[src/rtl/mpu_frame_averager.sv]
`default_nettype none
// ============================================================================
//  Module   : mpu_frame_averager
//  Purpose  : Rebuilds MPU-6050 burst bytes into seven signed channels,
//             averages them over 2^AVG_LOG2 frames and drives a magnitude view.
//  Revision : 1.0  initial release
// ============================================================================
module mpu_frame_averager #(
    parameter int AVG_LOG2 = 3
) (
    input  logic        clk,
    input  logic        reset,
    input  logic        byte_valid,
    input  logic [7:0]  byte_data,
    input  logic        frame_start,
    input  logic        frame_abort,
    input  logic [2:0]  chan_sel,
    input  logic        clear_errors,
    output logic [15:0] avg_word,
    output logic        avg_valid,
    output logic [7:0]  display,
    output logic        frame_err,
    output logic        overrun
);

    localparam int c_ACC_W = 16 + AVG_LOG2;
    localparam int c_CNT_W = (AVG_LOG2 > 0) ? AVG_LOG2 : 1;
    localparam logic [c_CNT_W-1:0] c_WIN_LAST = c_CNT_W'((1 << AVG_LOG2) - 1);

    localparam logic [1:0] c_S_COLLECT = 2'd0;
    localparam logic [1:0] c_S_COMMIT  = 2'd1;
    localparam logic [1:0] c_S_PUBLISH = 2'd2;

    logic [1:0]                r_state;
    logic [3:0]                r_byte_idx;
    logic [7:0]                r_hi;
    logic [15:0]               r_frame_buf [7];
    logic signed [c_ACC_W-1:0] r_acc       [7];
    logic [15:0]               r_avg       [7];
    logic [c_CNT_W-1:0]        r_win_cnt;
    logic                      r_avg_valid;
    logic [7:0]                r_display;
    logic                      r_frame_err;
    logic                      r_overrun;

    logic        w_collect;
    logic        w_take;
    logic        w_accept;
    logic        w_last;
    logic [3:0]  w_idx_eff;
    logic        w_frame_evt;
    logic        w_overrun_evt;
    logic        w_win_done;
    logic [2:0]  w_sel;
    logic [15:0] w_mag;
    logic        w_unused_mag;

    // An abort in the same cycle as a byte takes priority and drops the byte.
    assign w_collect     = (r_state == c_S_COLLECT);
    assign w_take        = w_collect & byte_valid & ~frame_abort;
    assign w_accept      = w_take & (frame_start | (r_byte_idx != 4'd0));
    assign w_idx_eff     = frame_start ? 4'd0 : r_byte_idx;
    assign w_last        = w_accept & (w_idx_eff == 4'd13);
    assign w_frame_evt   = w_take & (frame_start ? (r_byte_idx != 4'd0) : (r_byte_idx == 4'd0));
    assign w_overrun_evt = byte_valid & ~w_collect;
    assign w_win_done    = (r_win_cnt == c_WIN_LAST);

    assign w_sel    = (chan_sel == 3'd7) ? 3'd0 : chan_sel;
    assign avg_word = r_avg[w_sel];

    // 0x8000 has no positive counterpart in 16 bits, so it saturates.
    always_comb begin
        w_mag = avg_word;
        if (avg_word == 16'h8000) begin
            w_mag = 16'h7FFF;
        end else if (avg_word[15]) begin
            w_mag = 16'd0 - avg_word;
        end
    end
    assign w_unused_mag = ^{w_mag[15], w_mag[6:0]};

    always_ff @(posedge clk or posedge reset) begin
        if (reset) begin
            r_state     <= c_S_COLLECT;
            r_byte_idx  <= 4'd0;
            r_hi        <= 8'd0;
            r_win_cnt   <= '0;
            r_avg_valid <= 1'b0;
            r_display   <= 8'd0;
            r_frame_err <= 1'b0;
            r_overrun   <= 1'b0;
            for (int k = 0; k < 7; k++) begin
                r_frame_buf[k] <= 16'd0;
                r_acc[k]       <= '0;
                r_avg[k]       <= 16'd0;
            end
        end else begin
            r_avg_valid <= 1'b0;
            r_display   <= w_mag[14:7];
            r_frame_err <= w_frame_evt   | (r_frame_err & ~clear_errors);
            r_overrun   <= w_overrun_evt | (r_overrun   & ~clear_errors);

            case (r_state)
                c_S_COLLECT: begin
                    if (frame_abort) begin
                        r_byte_idx <= 4'd0;
                    end else if (w_accept) begin
                        if (!w_idx_eff[0]) begin
                            r_hi <= byte_data;
                        end else begin
                            r_frame_buf[w_idx_eff[3:1]] <= {r_hi, byte_data};
                        end
                        if (w_last) begin
                            r_byte_idx <= 4'd0;
                            r_state    <= c_S_COMMIT;
                        end else begin
                            r_byte_idx <= w_idx_eff + 4'd1;
                        end
                    end
                end
                c_S_COMMIT: begin
                    for (int k = 0; k < 7; k++) begin
                        r_acc[k] <= r_acc[k] + c_ACC_W'($signed(r_frame_buf[k]));
                    end
                    r_win_cnt <= r_win_cnt + c_CNT_W'(1);
                    if (w_win_done) begin
                        r_state     <= c_S_PUBLISH;
                        r_avg_valid <= 1'b1;
                    end else begin
                        r_state <= c_S_COLLECT;
                    end
                end
                c_S_PUBLISH: begin
                    // Arithmetic shift floors the mean toward minus infinity.
                    for (int k = 0; k < 7; k++) begin
                        r_avg[k] <= 16'(r_acc[k] >>> AVG_LOG2);
                        r_acc[k] <= '0;
                    end
                    r_win_cnt <= '0;
                    r_state   <= c_S_COLLECT;
                end
                default: begin
                    r_state <= c_S_COLLECT;
                end
            endcase
        end
    end

    assign avg_valid = r_avg_valid;
    assign display   = r_display;
    assign frame_err = r_frame_err;
    assign overrun   = r_overrun;

endmodule
`default_nettype wire

[config.mk]
export PLATFORM = sky130hd
export DESIGN_NAME = mpu_frame_averager
export DESIGN_NICKNAME = d
export VERILOG_FILES = /design/src/rtl/mpu_frame_averager.sv
export SDC_FILE = /design/constraint.sdc
export NUM_CORES = 1
export LEC_CHECK = 0
export CORE_MARGIN = 2
export CORE_UTILIZATION = 60
export CTS_BUF_LIST = sky130_fd_sc_hd__clkbuf_2
export DETAILED_ROUTE_END_ITERATION = 12
export GPL_TIMING_DRIVEN = 0
export HOLD_SLACK_MARGIN = 0.12
export MAX_ROUTING_LAYER = met4
export PLACE_DENSITY = 0.84
export RECOVER_POWER = 100
export SYNTH_ARGS = -nofsm -noshare
export SYNTH_HDL_FRONTEND = slang
export SYNTH_SLANG_ARGS = --single-unit
[constraint.sdc]
create_clock -name clk -period 23.2 [get_ports clk]
set_clock_uncertainty 0.15 [all_clocks]
set_input_delay 2.32 -clock clk [delete_from_list [all_inputs] [get_ports clk]]
set_output_delay 2.32 -clock clk [all_outputs]
set_load 0.005 [all_outputs]
# == Word-level counts from Yosys, hierarchy flattened ==
# Cells that the tools add are included.
# totals
wordCells,101
reg_bits,385
in_bits,17
# op_classes
n_bitwise,17
magnitude_cmp,3
muxes,23
n_reduce_logical,10
addsub,10
eq_ne,9
# op_table
cell,n
$pmux W133 S2,1
$add A19 B16 Y19,7
$bwmux W112,1
$bmux W16 S3,1
$demux W16 S3,1
$mux W16,3
$mux W15,2
$eq A16 B16 Y1 const B,1
$mux W4,4
$sub A1 B15 Y15 const A,1
$and A1 B1 Y1,8
$ge A4 B4 Y1 const B,2
$mux W2,4
$not A3 Y4,2
$reduce_and A4 Y1,2
$eq A3 B3 Y1 const B,2
$pmux W3 S2,1
$add A4 B1 Y4 const B,1
$eq A4 B4 Y1 const B,1
$logic_not A4 Y1,1
$lt A4 B1 Y1 const B,1
$ne A2 B1 Y1 const B,2
$not A1 Y1,4
$pmux W2 S2,1
other kinds (13),18

# == Depth between registers and ports, before layout ==
# depth
word_depth,9
depth_mapped,12

# == Worst setup path after synthesis ==
# No wires, ideal clock.
# synth_path
path_type,input to output
startpoint,input port chan_sel[1]
endpoint,output port avg_word[14]
path_slack_ps,17102
stages,8
t_required_ps,20730
n_path_buf,3
arrival_ps,3628
cell_sequence,buf_6 -> buf_6 -> inv_2 -> buf_2 -> nand3_1 -> a21boi_0 -> o21ai_0 -> inv_1
# synth_via
elab_chain_len,6
# synth_lines
element,line,rtl
start: declaration,17,"input logic [2:0] chan_sel,"
$eq A3 B3 Y1,68,assign w_sel = (chan_sel == 3'd7) ? 3'd0 : chan_sel;
$mux W3 *,68,
$not A3 Y4 (implied by the code) *,69,assign avg_word = r_avg[w_sel];
$bmux W16 S3 *,69,
$mux W16 (implied by the code) * (2 in series),69,
end: declaration,19,"output logic [15:0] avg_word,"
# Every way passes the cells marked *; elsewhere a longest branch is shown, timed or not. The select of a mux whose other input is x is not followed.

==> results.json <==
{
  "status": "finished, violations left",
  "failed_checks": "capacitance limit, slew limit",
  "cts-htree-levels": 3,
  "cts_num_sinks": 385,
  "ctsResizeCount": 0,
  "cap_viol_max_count": 6,
  "grt_pass1_wl_mm": 91.2,
  "placed_instance_area_sq_um": 22500,
  "ctsLongestPathBuffers": 3,
  "synth-edff-count": 0,
  "report.final.slew_viol_count": 294,
  "height_of_the_die_microns": 193,
  "viasPerCell": 6.37,
  "tns_ns": 0,
  "place_congestion": 0.978,
  "crit_path_max_fanout": 123,
  "placeableCoreArea_sq_um": 35300,
  "fillerInstances": 2749,
  "pwr-share-comb_pct": 8.9,
  "worstSkewPairLatency_ns": 1.04,
  "finish.cell_count_without_fillers": 2576,
  "finalHoldViolations": 0,
  "ir_drop_mv": 0.0363,
  "cts_made_buffers": 97,
  "timing_worst_slew_pin_value_ns": 6.64,
  "drt_wl_total_mm": 59.4,
  "syn_inst": 1896,
  "p_int_uw": 908,
  "io-pin-count": 44,
  "antenna_left": 0,
  "hold_class": "flip-flop to flip-flop",
  "drcViolationCount": 0,
  "detailedPlacementHpwl_mm": 41.7,
  "start_util_pct": 60.5,
  "flow.area_growth_from_synthesis_pct": 8.04,
  "portion_of_total_power_attributed_to_sequential_cells_pct": 56.0,
  "die_width_microns": 193,
  "syn_area_sq_um": 21400,
  "worstSetupPathType": "input port to asynchronous set/reset pin",
  "p_sw_uw": 384,
  "placed_cells": 2403,
  "global_route.usage.total_pct": 33.7,
  "final_nets": 2199,
  "p_clk_share_pct": 35.2,
  "synth_warnings": 0,
  "post_cts.repair.setup_buffers": 0,
  "drt_initial_violations": 1198,
  "place_ws_ns": 15.41,
  "p_leak_nw": 11.9,
  "ys_dominant_reg_cell": "dfrtp_1",
  "die_area_sq_um": 37200,
  "ys_top_cells_by_area": "dfrtp_1 (45%), mux2_2 (12%), ha_1 (7.8%)",
  "final_cell_area_sq_um": 23100,
  "detailroute.via_count": 16400,
  "postSynth.asyncResetShare_pct": 100,
  "tritoncts": "done",
  "gr-total-overflow": 0,
  "place.port_buffers": 43,
  "clock-root-buffer": "clkbuf_2",
  "core_occupancy_in_the_finished_layout_pct": 65.4,
  "pin_count_of_the_biggest_net_entering_global_routing": 125,
  "post-route-period-util_pct": 41.9,
  "timing.final.crit_period_ns": 9.72,
  "core.rowCount": 69,
  "rsz0062_at_grt": "false",
  "setup_viol_count_final": 0,
  "antenna_found_initial": 3,
  "worst_setup_hold_path_clk_slew_ns": 0.08,
  "cts-hold-fix-buffers": 0,
  "max_slew_margin_pct": -343,
  "switching_share_pct": 29.7,
  "r2r_setup_slk_ns": 18.67,
  "worst-endpoint-required_ns": 22.49,
  "synth_area_leader_cell": "dfrtp_1",
  "fmaxAchievable_mhz": 103,
  "critPathLaunchType": "input port",
  "worst_slack_ns": 13.48,
  "synth.top_cell.area_share_pct": 45.1,
  "first_global_vias": 16200,
  "synthDistinctLibCells": 72,
  "syn_nets": 2054,
  "synth.yosys.seq_area_share_pct": 45.1,
  "first_pass_iters": 5,
  "drive_gt1_share_pct": 18.8,
  "power.density_nw_per_um2": 55.9,
  "detail_route.wl_per_cell_microns": 23.1,
  "postSynthAreaPerCell_sq_um": 11.3,
  "synth-seq-cells": 385,
  "arrival_ns": 9.01,
  "end_kind": "asynchronous set/reset pin"
}
[cell type report]
type	instances	area, sq um	area share (%)
multi-input combinational	1380	11000	47.8
sequential	385	9630	41.7
clock buffer	142	711	3.08
tap	461	577	2.50
timing repair buffer	46	465	2.02
buffer	76	312	1.35
inverter	55	208	0.899
clock inverter	27	134	0.580
antenna	4	10.0	0.0433
[kinds of logic after synthesis]
| family | Yosys count | synth area share, % |
|---|---|---|
| AO/OA/AOI/OAI | 527 | 17.3 |
| XOR/XNOR | 100 | 4.10 |
| adder cells (fa/ha/maj) | 141 | 8.50 |
| buffers and inverters | 131 | 2.66 |
| flip-flops | 385 | 45.1 |
| multiplexers | 257 | 13.9 |
| AND/OR/NAND/NOR | 355 | 8.54 |
[stage by stage]
| step | hold slack [ns] | total power, mW |
|---|---|---|
| finish | 0.348 | 1.29 |
| global route | 0.368 | 1.35 |
| CTS | 0.356 | 1.30 |
| detailed placement | 0.335 | 0.851 |
| global placement | 0.324 | 0.845 |
| floorplan | 0.307 | 0.790 |
[critical path, cell delays in order]
cell and delay [ns]:
dlygate4sd3_1 0.55, clkinvlp_2 1.28, clkbuf_1 4.68
[sequential cells by signal (all words and copies together), names as in the netlist]
register and flops:
r_win_cnt 3, r_byte_idx 4, r_state 2, r_avg 112, r_acc 133, r_hi 8, avg_valid 1, overrun 1
frame_err 1, r_frame_buf 112, display 8
[worst paths after layout]
check | startpoint | endpoint | cells after the start
worst min-delay path | r_win_cnt[0] | r_win_cnt[0] | 1
worst max register to register | r_byte_idx[2] | r_frame_buf[100] | 9
min in group asynchronous | reset | r_acc[90] | 2
max in group clk | chan_sel[1] | avg_word[14] | 10
worst min register to register | r_win_cnt[0] | r_win_cnt[0] | 1
worst max-delay path | reset | r_frame_buf[37] | 3
[synth_stat cells, types with 11 or more instances]
cell type and number:
dfrtp_1 385, mux2_2 225, ha_1 134, a21oi_1 121, a22o_1 94, nand2_1 87, nor2_1 68, xnor2_1 67
a21o_1 63, o21ai_0 59, inv_1 53, clkbuf_1 49, nor3_1 43, nand3_1 39, xor2_1 33, nand2b_1 29
a211oi_1 26, nor2b_1 26, mux2_4 22, o22ai_1 20, o31ai_1 17, o21bai_1 16, a31oi_1 14, o2bb2ai_1 14
and2_1 12, o221ai_1 11
[placed cells by master (no fill, tap or decap), types with 29 or more instances in the layout]
cell type,n
a22o_1,94
dfrtp_1,385
xor2_1,33
nand3_1,39
xnor2_1,67
mux2_2,225
nor3_1,48
ha_1,134
a21oi_1,121
inv_1,53
nor2_1,68
a21o_1,63
nand2b_1,29
clkbuf_2,142
o21ai_0,61
nand2_1,87
clkbuf_1,68
[per-layer routing]
layer | vias up | GRT usage, % | wire [microns]
li1 | 7437 | - | -
met1 | 8141 | 42.2 | 24200
met2 | 653 | 51.7 | 27100
met3 | 188 | 7.16 | 4670
met4 | 0 | 17.5 | 3390
met5 | - | - | 0
[power groups by stage]
| stage | Combinational (mW) | Sequential [mW] | Clock, mW |
|---|---|---|---|
| 2_1_floorplan | 0.0777 | 0.712 | 0 |
| 3_3_place_gp | 0.113 | 0.733 | 0 |
| 3_5_place_dp | 0.118 | 0.733 | 0 |
| 4_1_cts | 0.118 | 0.720 | 0.463 |
| 5_1_grt | 0.127 | 0.722 | 0.496 |
| 6_report | 0.115 | 0.723 | 0.454 |
Power figures use the tool's default switching activity.
